===== config.mk =====
export PLATFORM = sky130hd
export DESIGN_NAME = addern_seq_ctrl_flat
export DESIGN_NICKNAME = d
export VERILOG_FILES = /design/src/rtl/addern_seq_ctrl_pkg.sv /design/src/rtl/addern_seq_ctrl_if.sv /design/src/rtl/addern_seq_ctrl_addern.sv /design/src/rtl/addern_seq_ctrl.sv /design/src/flat_wrapper.sv
export SDC_FILE = /design/constraint.sdc
export NUM_CORES = 1
export LEC_CHECK = 0
export BUFFER_PORTS_ARGS = -buffer_cell sky130_fd_sc_hd__buf_2
export CAP_MARGIN = 20
export CELL_PAD_IN_SITES_DETAIL_PLACEMENT = 1
export CELL_PAD_IN_SITES_GLOBAL_PLACEMENT = 1
export CORE_MARGIN = 3
export CORE_UTILIZATION = 40
export CTS_CLUSTER_DIAMETER = 200
export CTS_CLUSTER_SIZE = 16
export DETAILED_ROUTE_END_ITERATION = 7
export HOLD_SLACK_MARGIN = 0.06
export PLACE_DENSITY_LB_ADDON = 0.1
export SLEW_MARGIN = 30
export SYNTH_ARGS = -nofsm -noshare
export SYNTH_HDL_FRONTEND = slang
export SYNTH_SLANG_ARGS = --single-unit

===== constraint.sdc =====
create_clock -name clk -period 4.33 [get_ports clk]
set_input_delay 0.866 -clock clk [delete_from_list [all_inputs] [get_ports clk]]
set_output_delay 0.866 -clock clk [all_outputs]
set_load 0.02 [all_outputs]

===== src/rtl/addern_seq_ctrl_pkg.sv =====
// Shared types and demo defaults for the sequenced slice adder.
package addern_seq_pkg;
  typedef enum logic [1:0] {IDLE, RUN, FIN} state_t;

  localparam int DEF_N     = 4;
  localparam int DEF_WORDS = 4;
endpackage


===== src/rtl/addern_seq_ctrl_if.sv =====
// Requester-side bus of the sequenced adder: start/operands in, busy/done/results out.
interface addern_seq_ctrl_if
  import addern_seq_pkg::*;
#(
  parameter int N     = DEF_N,
  parameter int WORDS = DEF_WORDS
);
  localparam int W = N * WORDS;

  logic         start;
  logic         cin;
  logic [W-1:0] a;
  logic [W-1:0] b;
  logic         busy;
  logic         done;
  logic [W-1:0] sum;
  logic         cout;
  logic         overflow;

  modport master (
    output start, cin, a, b,
    input  busy, done, sum, cout, overflow
  );

  modport slave (
    input  start, cin, a, b,
    output busy, done, sum, cout, overflow
  );
endinterface


===== src/rtl/addern_seq_ctrl_addern.sv =====
// Combinational N-bit ripple-carry slice adder.
module Addern #(
  parameter int N = 4
) (
  input  logic         cin,
  input  logic [N-1:0] x,
  input  logic [N-1:0] y,
  output logic [N-1:0] s,
  output logic         cout
);
  logic [N:0] c;

  assign c[0] = cin;

  for (genvar i = 0; i < N; i++) begin : g_fa
    assign s[i]   = x[i] ^ y[i] ^ c[i];
    assign c[i+1] = (x[i] & y[i]) | (c[i] & (x[i] ^ y[i]));
  end

  assign cout = c[N];
endmodule


===== src/rtl/addern_seq_ctrl.sv =====
// Adds two WORDS*N-bit operands through one N-bit slice, LS slice first, carry held in a register.
module addern_seq_ctrl
  import addern_seq_pkg::*;
#(
  parameter int N     = DEF_N,
  parameter int WORDS = DEF_WORDS
) (
  input  logic             clk,
  input  logic             rst,
  addern_seq_ctrl_if.slave bus
);
  localparam int W  = N * WORDS;
  localparam int IW = (WORDS > 1) ? $clog2(WORDS) : 1;
  localparam logic [IW-1:0] LAST = IW'(WORDS - 1);

  state_t        state, state_nxt;
  logic [IW-1:0] idx;
  logic          carry;
  logic [W-1:0]  a_q, b_q, sum_q;
  logic          cout_q, ovf_q;

  logic [N-1:0]  sx, sy, ss;
  logic          sc;
  logic          last;

  assign sx   = a_q[idx*N +: N];
  assign sy   = b_q[idx*N +: N];
  assign last = (idx == LAST);

  Addern #(.N(N)) u_slice (
    .cin  (carry),
    .x    (sx),
    .y    (sy),
    .s    (ss),
    .cout (sc)
  );

  always_comb begin
    state_nxt = state;
    unique case (state)
      IDLE:    if (bus.start) state_nxt = RUN;
      RUN:     if (last) state_nxt = FIN;
      FIN:     state_nxt = IDLE;
      default: state_nxt = IDLE;
    endcase
  end

  always_ff @(posedge clk) begin
    if (rst) begin
      state  <= IDLE;
      idx    <= '0;
      carry  <= 1'b0;
      a_q    <= '0;
      b_q    <= '0;
      sum_q  <= '0;
      cout_q <= 1'b0;
      ovf_q  <= 1'b0;
    end else begin
      state <= state_nxt;
      unique case (state)
        IDLE: begin
          if (bus.start) begin
            a_q    <= bus.a;
            b_q    <= bus.b;
            carry  <= bus.cin;
            sum_q  <= '0;
            cout_q <= 1'b0;
            ovf_q  <= 1'b0;
            idx    <= '0;
          end
        end
        RUN: begin
          sum_q[idx*N +: N] <= ss;
          carry             <= sc;
          // idx parks on the last slice instead of wrapping; IDLE re-arms it
          if (last) begin
            cout_q <= sc;
            ovf_q  <= (a_q[W-1] == b_q[W-1]) && (ss[N-1] != a_q[W-1]);
          end else begin
            idx <= idx + 1'b1;
          end
        end
        default: ;
      endcase
    end
  end

  assign bus.busy     = (state == RUN);
  assign bus.done     = (state == FIN);
  assign bus.sum      = sum_q;
  assign bus.cout     = cout_q;
  assign bus.overflow = ovf_q;
endmodule


===== src/flat_wrapper.sv =====
// flat-port wrapper written by rule: the top's interface ports become plain ports
module addern_seq_ctrl_flat import addern_seq_pkg::*;
#(
  parameter int N     = DEF_N,
  parameter int WORDS = DEF_WORDS
)
  (clk, rst, bus_start, bus_cin, bus_a, bus_b, bus_busy, bus_done, bus_sum, bus_cout, bus_overflow);
  addern_seq_ctrl_if #(.N(N), .WORDS(WORDS)) bus_i ();
  input  logic clk;
  input  logic rst;
  input wire logic [$bits(bus_i.start)-1:0] bus_start;
  input wire logic [$bits(bus_i.cin)-1:0] bus_cin;
  input wire logic [$bits(bus_i.a)-1:0] bus_a;
  input wire logic [$bits(bus_i.b)-1:0] bus_b;
  output wire logic [$bits(bus_i.busy)-1:0] bus_busy;
  output wire logic [$bits(bus_i.done)-1:0] bus_done;
  output wire logic [$bits(bus_i.sum)-1:0] bus_sum;
  output wire logic [$bits(bus_i.cout)-1:0] bus_cout;
  output wire logic [$bits(bus_i.overflow)-1:0] bus_overflow;
  assign bus_i.start = bus_start;
  assign bus_i.cin = bus_cin;
  assign bus_i.a = bus_a;
  assign bus_i.b = bus_b;
  assign bus_busy = bus_i.busy;
  assign bus_done = bus_i.done;
  assign bus_sum = bus_i.sum;
  assign bus_cout = bus_i.cout;
  assign bus_overflow = bus_i.overflow;
  addern_seq_ctrl #(.N(N), .WORDS(WORDS)) u_core (.clk(clk), .rst(rst), .bus(bus_i));
endmodule

==> summary.md, run 1 <==
| Metric | Value |
|---|---|
| Hold path depth | `2` |
| Clock Skew | `between 0.004 and 0.005 ns` |
| Cell variety after synth | `33` |
| Required time of the critical path | `approximately 4.6 ns` |
| Cell mode on critical path | `fa_1` |
| Worst skew pair latency | `~0.3 ns` |
| Crit path max fanout | `12` |
| Post_cts resized | `0` |
| Met1 wire length | `2820 µm` |
| Met3 wire length | `between 200 and 300 µm` |
| Period utilization | `roughly three quarters` |
| Width of the die | `around 83 µm` |
| Hold Fails Final Rpt | `0` |
| Vias in the first global route | `about 2000` |
| DR iter-0 viols | `63` |
| Global-route usage over all layers | `roughly 18%` |
| Largest family of logic cells by synthesized area | `simple AND/OR/NAND/NOR gates` |
| Cells after synthesis | `around 260` |
| CP bufs+invs | `3` |
| Largest cells by area after synthesis | `dfxtp_1 (46%), nand2_1 (11%), a21oi_1 (7.9%), mux4_2 (7.5%), a22o_1 (4.4%)` |
| Hold Crit Start | `u_core.a_q[14]` |
| Slew at the pin closest to its max-slew limit | `between 0.9 and 1 ns` |
| Area fraction of the dominant cell type after synthesis | `between 40 and 50%` |
| WL final | `a little under 6000 µm` |
| Lkg Pwr | `~1.2 nW` |
| Max-cap violation count | `0` |
| N_diodes | `0` |
| Detailed Place HPWL | `~4300 µm` |
| Die area | `6950 µm²` |
| Worst VDD drop | `between 150 and 200 µV` |
| Initial antenna violation count | `0` |
| Clock root cell | `clkbuf_8` |
| Slew headroom | `35.7%` |
| FF-to-FF path depth | `10` |
| Synth Warn # | `0` |
| Primary FF master, synth | `dfxtp_1` |
| Compound-Gate Fraction of Synth Area | `approximately 16%` |
| Seq/Total Area, Yosys | `between 40 and 50%` |
| Synth cell count leaders | `nand2_1 (68), dfxtp_1 (55), a21oi_1 (38), inv_1 (16), a22o_1 (12)` |
| Cell area power density | `between 300 and 400 nW/µm²` |
| Final Max Tran Viols | `0` |
| RR Startpoint | `u_core.idx[0]` |
| Post-CTS Setup Inserts | `0` |
| CTS tree | `yes` |
| Setup violators final | `0` |
| Top Layer Used | `met4` |
| RSZ-0062 raised after global routing | `no` |
| CTS H-tree depth | `2` |
| Layout cell share with drive strength beyond 1 | `between 20% and 30%` |
| # rows | `27` |
| Hold endpoint | `u_core.a_q[14]` |
| Worst EP arrival | `~3.6 ns` |
| CTS max path bufs | `2` |
| Adder-Cell Fraction of Synth Area | `5.43%` |
| Synthesized cell area | `2400 µm²` |
| Final #Nets | `roughly 350` |
| Setup TNS | `0 ns` |
| Critical Path Start Type | `register` |
| Outcome | `finished clean` |
| Synth Area in XOR/XNOR | `0%` |
| HP Class | `reg -> reg` |
| WL met2 | `about 2600 µm` |
| Yosys top cell by area | `dfxtp_1` |
| Grt ovf | `0` |
| CTS clk-pin slew, worst paths | `about 0.09 ns` |
| Drt first pass iters | `3` |
| Tmin final | `between 3 and 4 ns` |
| Crit path cell chain | `buf_4, mux4_2, fa_1, inv_1, fa_1, inv_1, fa_1, or3b_2, o21ai_0, o2bb2ai_1` |
| Via-per-instance ratio | `5.08` |
| WS Path Type | `reg -> reg` |
| Drt drc | `0` |
| Vias | `about 1900` |
| Die Y | `83.4 µm` |
| Remaining antenna violation count after routing | `0` |
| Worst stage delay on the critical path | `0.61 ns` |
| Clk sinks | `55` |
| CP max stage cell | `dfxtp_1` |
| Mux cell area share after synthesis | `a little under a tenth` |
| Filler cells | `between 600 and 700` |
| FF-to-FF End | `u_core.bus.overflow` |
| Synth-to-layout area growth | `16.9%` |
| Port bufs | `55` |
| Delay-heaviest family, CP | `adder cells` |
| Largest net degree at the start of global routing | `55` |
| Most common cell in the netlist | `nand2_1` |
| F_max | `~300 MHz` |
| Hold_buf cts | `0` |
| EDFF count, synth | `0` |
| Post-synth net total | `303` |
| GPL Wtd Cong | `0.771` |
| Crit end category | `register` |
| Core area | `approximately 5600 µm²` |
| Ports | `56` |
| Post-Synth Simple-Gate Area | `between 15 and 20%` |
| Syn Area/Cell | `9.25 µm²` |
| Starting density of the core | `42.5%` |
| First-pass GRT wire length | `slightly below 10000 µm` |
| CTS Buf Count | `5` |
| Hold WS | `~0.46 ns` |
| Asr flop ratio synth | `0%` |
| Synth Register Bits | `55` |
| Flop2flop setup slack | `between 0.9 and 1 ns` |
| Wire length per cell | `roughly 15 µm` |
## layout by cell type (no fill, tap or decap), types with 5 or more instances in the layout
| cell | count |
|---|---|
| clkbuf_8 | 5 |
| a22o_1 | 12 |
| o32ai_1 | 5 |
| buf_2 | 55 |
| nor2_1 | 5 |
| a21oi_1 | 38 |
| dfxtp_1 | 55 |
| inv_1 | 16 |
| mux4_2 | 8 |
| nand2_1 | 68 |
## registers in the layout (all words and copies together) (netlist names)
name and flops:
u_core.a_q 16, u_core.b_q 16, u_core.bus.sum 16, u_core.idx 2
u_core.state 2, u_core.bus.cout 1, u_core.bus.overflow 1, u_core.carry 1
## tightest hold or removal path, cell delays in order (launching register included)
cell	delay (ns)
dfxtp_1	0.31
nand2_1	0.05
a21oi_1	0.05
## cell families after synthesis
logic type / Yosys count
simple gates: 92
compound gates: 60
flops: 55
buf+inv: 32
mux: 12
fa+ha+maj: 8
## stage by stage
stage	power (W)	area (µm²)	setup WS, ns	cells	utilization [%]
CTS	0.000962	2800	0.992	380	49.6
global route	0.00101	2800	0.757	380	49.6
floorplan	0.000654	2400	1.23	259	-
global placement	0.000701	2710	1.07	373	48.1
finish	0.000948	2800	1.00	380	49.6
detailed placement	0.000707	2730	1.00	374	48.3
## worst max path at each step
stage	startpoint	end	slack, ns	cells after the start
detailed placement	u_core.idx[0]	u_core.bus.overflow	1.00	10
CTS	u_core.idx[0]	u_core.bus.overflow	0.99	10
finish	u_core.idx[0]	u_core.bus.overflow	1.0	10
global placement	u_core.idx[0]	u_core.bus.overflow	1.07	10
global route	u_core.idx[0]	u_core.bus.overflow	0.76	10
floorplan	u_core.idx[0]	u_core.bus.overflow	1.23	10
## power breakdown
part / switching (W) / internal [W] / total, W
clock: 0.000146 / 0.000108 / 0.000255
sequential: 0.0000211 / 0.000528 / 0.000549
combinational: 0.0000796 / 0.0000651 / 0.000145
## routing by layer
| metal | vias up | track usage, % |
|---|---|---|
| met5 | - | 0 |
| met4 | 0 | 5.94 |
| met3 | 11 | 3.57 |
| met2 | 40 | 26.8 |
| met1 | 900 | 24.6 |
| li1 | 979 | - |
## final cells by class
type | instances | area, µm² | share of cell area, %
Tap cell | 72 | 90.1 | 3.22
Sequential cell | 55 | 1100 | 39.3
Inverter | 16 | 60.1 | 2.14
Multi-Input combinational cell | 172 | 1160 | 41.6
Clock buffer | 6 | 72.6 | 2.59
Timing Repair Buffer | 59 | 313 | 11.2
Power figures use the tool's default switching activity.
==> run 2: changes to the inputs <==
CORE_UTILIZATION = 36   (was 40)
clock period = 3.05 ns   (was 4.33 ns; I/O delays follow)
==> run 2 against run 1 <==
Against the previous run: die area up 10%; clock power up 91%; global-route usage down 0.12 points; sequential share of layout area down 1.1 points; hold slack better by 0.0040 ns; fmax up 13%; register-to-register slack worse by 0.90 ns; critical path depth up 2.
==> summary.md, run 2 (synthesis gave the netlist of run 1 again) <==
| Metric | Value |
|---|---|
| Outcome | `finished clean` |
| Crit path cell chain | `mux4_2, inv_2, fa_2, inv_2, fa_2, inv_2, fa_1, inv_1, fa_1, or3b_4, o21ai_2, o2bb2ai_1` |
| Largest net degree at the start of global routing | `32` |
| WS Path Type | `reg -> reg` |
| Ports | `56` |
| Initial antenna violation count | `0` |
| Filler cells | `a little under 800` |
| Sequential standard cell area | `between 1000 and 1500 µm²` |
| Drt drc | `0` |
| Pre-CTS setup slack | `-0.0983 ns` |
| Required time of the critical path | `around 3.3 ns` |
| CTS max path bufs | `2` |
| CTS clk-pin slew, worst paths | `around 0.10 ns` |
| Placed Area | `approximately 2800 µm²` |
| CTS Buf Count | `5` |
| Final setup margin | `~0.098 ns` |
| CTS H-tree depth | `2` |
| FF-to-FF End | `u_core.bus.overflow` |
| Cell area power density | `slightly above 500 nW/µm²` |
| Worst VDD drop | `292 µV` |
| Worst skew pair latency | `0.31 ns` |
| Setup violators final | `0` |
| # rows | `29` |
| First-pass GRT wire length | `around 10000 µm` |
| Design area | `approximately 2900 µm²` |
| WL final | `slightly above 6000 µm` |
| Slew at the pin closest to its max-slew limit | `around 0.72 ns` |
| CP startpoint | `u_core.idx[0]` |
| Crit path to | `u_core.bus.overflow` |
| Final #Nets | `between 300 and 400` |
| Dpl cells | `about 380` |
| DR iter-0 viols | `40` |
| Starting density of the core | `37.5%` |
| Clock Skew | `a little over 0.007 ns` |
| Clock root cell | `clkbuf_8` |
| Worst EP arrival | `between 3 and 4 ns` |
| Crit path max fanout | `4` |
| Critical path depth | `12` |
| Via-per-instance ratio | `slightly above 5` |
| CP max stage cell | `fa_1` |
| Final Max Tran Viols | `0` |
| RR Startpoint | `u_core.idx[0]` |
| Wire length per cell | `about 16 µm` |
| Commonest non-fill, non-tap cell in the layout | `nand2_1` |
| Vias in the first global route | `2045` |
| Worst stage delay on the critical path | `roughly 0.55 ns` |
| Multi-input combinational cell area | `approximately 1200 µm²` |
| Most frequent cells in the layout | `nand2_1 (68), buf_2 (55), dfxtp_1 (54)` |
| Grt ovf | `0` |
| Critical Path Start Type | `register` |
| Period utilization | `about 97%` |
| HP Class | `reg -> reg` |
| Hold WS | `roughly 0.46 ns` |
| Post-CTS Setup Inserts | `0` |
| Clk sinks | `between 50 and 60` |
| N_diodes | `0` |
| Global-route usage over all layers | `17.4%` |
| Tmin final | `around 3.0 ns` |
| Detailed Place HPWL | `~4600 µm` |
| Layout Cells excl Fill | `392` |
| GPL Wtd Cong | `around 0.76` |
| Flop2flop setup slack | `roughly 0.098 ns` |
| CTS tree | `yes` |
| Port bufs | `55` |
| Setup TNS | `0 ns` |
| Layout cell share with drive strength beyond 1 | `a little under a third` |
| Hold_buf cts | `0` |
| CP bufs+invs | `4` |
| Max-cap violation count | `0` |
| Die area | `7670 µm²` |
| FF-to-FF path depth | `12` |
| Cell mode on critical path | `inv_2` |
| Vias | `slightly below 2000` |
| Die Y | `around 90 µm` |
| Crit end category | `register` |
| Width of the die | `about 88 µm` |
| Slew headroom | `around half` |
| Delay-heaviest family, CP | `adder cells` |
| Synth-to-layout area growth | `20.7%` |
| Hold Fails Final Rpt | `0` |
| Lkg Pwr | `1.20 nW` |
| Remaining antenna violation count after routing | `0` |
| F_max | `between 300 and 400 MHz` |
| Drt first pass iters | `3` |
| Core area | `roughly 6400 µm²` |
| RSZ-0062 raised after global routing | `yes` |
## run 2: worst min path at each step
stage	from	depth (start not counted)	slack (ns)	to
final	u_core.a_q[6]	2	0.46	u_core.a_q[6]
after global routing	u_core.a_q[10]	2	0.50	u_core.a_q[10]
after CTS	u_core.b_q[4]	2	0.47	u_core.b_q[4]
after detailed placement	u_core.bus.sum[4]	1	0.45	u_core.bus.sum[4]
after global placement	u_core.a_q[6]	2	0.45	u_core.a_q[6]
after floorplan	u_core.a_q[10]	2	0.43	u_core.a_q[10]
## run 2: power by group
part | internal [W] | switching [W]
clock network | 0.000245 | 0.000241
registers | 0.000750 | 0.0000260
logic | 0.0000999 | 0.000120
total | 0.00109 | 0.000387
## run 2: through the flow
step | utilization, % | total power (W)
after global placement | 43.3 | 0.00100
final | 45.3 | 0.00148
after floorplan | - | 0.000929
after CTS | 45.1 | 0.00150
after global routing | 45.3 | 0.00156
after detailed placement | 43.3 | 0.00101
## run 2: area by class of cell
cell class / instances / area share (%)
clock buffers: 5 / 2.38
clock inverters: 3 / 1.51
inverters: 16 / 2.08
multi-input cells: 172 / 40.6
flip-flops and latches: 55 / 38.2
well taps: 77 / 3.33
repair buffers: 64 / 11.9
## run 2: timing repair
item / 4_1_cts / 5_1_grt
pin swaps: 0 / 1
gates resized for setup: 5 / 6
endpoints found under the hold margin: 0 / 0
endpoints found under the setup margin: 1 / 4
## run 2: routing by layer
metal | vias to the layer above | global-route usage [%] | share of wire, %
li1 | 994 | - | -
met1 | 949 | 24.1 | 49
met2 | 37 | 27.9 | 47
met3 | 5 | 3.29 | 3.6
met4 | 0 | 5.02 | 0.97
met5 | - | 0 | 0
## run 2: worst min-delay path, delay by kind of cell, from the launching register on
| family | cells | cell delay (ns) |
|---|---|---|
| flip-flops | 1 | 0.32 |
| AO/OA/AOI/OAI | 1 | 0.05 |
| AND/OR/NAND/NOR | 1 | 0.05 |
==> run 3: changes to the inputs <==
BUFFER_PORTS_ARGS = not set   (was -buffer_cell sky130_fd_sc_hd__buf_2)
CORE_UTILIZATION = 42   (was 36)
DONT_BUFFER_PORTS = 1   (was not set)
==> run 3 against run 2 <==
Against the previous run: final cell count decreased by 16%; critical endpoint unchanged; global-route usage increased by 0.81 points; setup slack got worse by 0.058 ns; non-clock buffer count decreased by 56.
==> summary.md, run 3 (synthesis gave the netlist of run 1 again) <==
| Metric | Value |
|---|---|
| Sequential standard cell area | `roughly 1100 µm²` |
| CP startpoint | `u_core.idx[0]` |
| Period utilization | `between 90 and 100%` |
| FF-to-FF path depth | `12` |
| N_diodes | `0` |
| Drt drc | `0` |
| Core area | `between 5000 and 6000 µm²` |
| Initial antenna violation count | `0` |
| # rows | `26` |
| Crit path to | `u_core.bus.overflow` |
| Overall power | `0.00136 W` |
| Ports | `between 50 and 60` |
| GPL Wtd Cong | `0.821` |
| Most frequent cells in the layout | `nand2_1 (68), dfxtp_1 (54), a21oi_1 (38)` |
| Layout cell share with drive strength beyond 1 | `about 14%` |
| Setup violators final | `0` |
| WL final | `a little under 6000 µm` |
| Worst VDD drop | `266 µV` |
| Lkg Pwr | `~0.94 nW` |
| Crit end category | `register` |
| CTS clk-pin slew, worst paths | `0.09 ns` |
| Global-route usage over all layers | `around 18%` |
| CTS Buf Count | `5` |
| Slew headroom | `58.9%` |
| Vias | `1790` |
| Clock root cell | `clkbuf_8` |
| Multi-input combinational cell area | `~1200 µm²` |
| Via-per-instance ratio | `approximately 5.5` |
| Port bufs | `0` |
| Final setup margin | `roughly 0.040 ns` |
| FF-to-FF End | `u_core.bus.overflow` |
| Clk sinks | `55` |
| F_max | `between 300 and 400 MHz` |
| WS Path Type | `reg -> reg` |
| RSZ-0062 raised after global routing | `yes` |
| CTS H-tree depth | `2` |
| Final #Nets | `302` |
| Width of the die | `a little over 80 µm` |
| Commonest non-fill, non-tap cell in the layout | `nand2_1` |
| Outcome | `finished clean` |
| Hold_buf cts | `0` |
| Pre-CTS setup slack | `-0.100 ns` |
| Die Y | `81.5 µm` |
| Remaining antenna violation count after routing | `0` |
| Detailed Place HPWL | `4200 µm` |
| Worst skew pair latency | `~0.3 ns` |
| Starting density of the core | `~45%` |
| Worst EP arrival | `3.25 ns` |
| RR Startpoint | `u_core.idx[0]` |
| First-pass GRT wire length | `approximately 9000 µm` |
| Hold Fails Final Rpt | `0` |
| CTS max path bufs | `2` |
| Critical Path Start Type | `register` |
| Synth-to-layout area growth | `7.47%` |
| Flop2flop setup slack | `approximately 0.04 ns` |
| Crit path max fanout | `4` |
| CTS tree | `yes` |
| Vias in the first global route | `between 1500 and 2000` |
| HP Class | `in -> reg` |
| Clock Skew | `between 0.008 and 0.009 ns` |
| Filler cells | `between 600 and 700` |
| Max-cap violation count | `0` |
| Required time of the critical path | `3.29 ns` |
| Tmin final | `between 3 and 4 ns` |
| Wire length per cell | `17.6 µm` |
| Drt first pass iters | `4` |
| Final Max Tran Viols | `0` |
| Slew at the pin closest to its max-slew limit | `between 0.6 and 0.7 ns` |
| DR iter-0 viols | `48` |
| Die area | `6650 µm²` |
| Cell area power density | `roughly 530 nW/µm²` |
| Grt ovf | `0` |
| Largest net degree at the start of global routing | `55` |
run 3: cell count changes in the layout (fill, tap and decap cells not counted), sizes merged:
| cell | delta |
|---|---|
| bufinv | -1 |
| clkinv | -1 |
| clkbuf | +1 |
| buf | -56 |
run 3: per-layer routing:
| metal | part of all wire (%) | vias to the layer above | GRT usage, % |
|---|---|---|---|
| met5 | 0 | - | 0 |
| met4 | 1.0 | 0 | 5.57 |
| met3 | 6.3 | 4 | 5.26 |
| met2 | 48 | 45 | 30.2 |
| met1 | 45 | 859 | 22.9 |
| li1 | - | 882 | - |
run 3: where the power goes:
part,switching [W],leakage (nW),internal [W]
combinational,0.0000986,0.439,0.0000838
clock,0.000225,0.0470,0.000179
sequential,0.0000292,0.449,0.000750
run 3: per-stage QoR:
| stage | instance area, µm² | TNS [ns] | hold WS [ns] | cells | util [%] |
|---|---|---|---|---|---|
| after floorplan | 2400 | 0 | 0.433 | 259 | - |
| after global placement | 2460 | 0 | 0.440 | 320 | 46.5 |
| after detailed placement | 2460 | -0.100 | 0.447 | 320 | 46.5 |
| after CTS | 2560 | 0 | 0.353 | 327 | 48.3 |
| after global routing | 2570 | -0.105 | 0.342 | 328 | 48.6 |
| final | 2570 | 0 | 0.362 | 328 | 48.6 |
run 3: how the worst min path moves through the flow:
stage / start / end / cells past startpoint
3_3_place_gp: u_core.b_q[2] / u_core.b_q[2] / 2
4_1_cts: rst / u_core.a_q[15] / 1
2_1_floorplan: u_core.a_q[10] / u_core.a_q[10] / 2
5_1_grt: rst / u_core.carry / 1
6_report: rst / u_core.a_q[15] / 1
3_5_place_dp: u_core.a_q[14] / u_core.a_q[14] / 2
run 3: timing repair:
action                     4_1_cts  5_1_grt
buffers inserted                 0        1
gates resized for setup          4        5
gates cloned                     0        0
setup endpoints to repair        1        3
pin swaps                        0        1
run 3: cell type report:
| type | instances | area share [%] |
|---|---|---|
| inverter | 16 | 2.33 |
| sequential | 55 | 42.9 |
| clock inverter | 1 | 0.194 |
| clock buffer | 6 | 3.21 |
| timing repair buffer | 8 | 2.33 |
| tap | 70 | 3.40 |
| multi-input combinational | 172 | 45.6 |
run 3: worst max-delay path, cell delays in order, from the launching register on:
cell and delay, ns:
dfxtp_4 0.38, mux4_2 0.51, inv_2 0.07, fa_1 0.17
inv_1 0.06, fa_2 0.35, inv_2 0.07, fa_2 0.18
inv_1 0.06, fa_1 0.55, or3b_4 0.39, o21ai_2 0.06
o2bb2ai_1 0.11
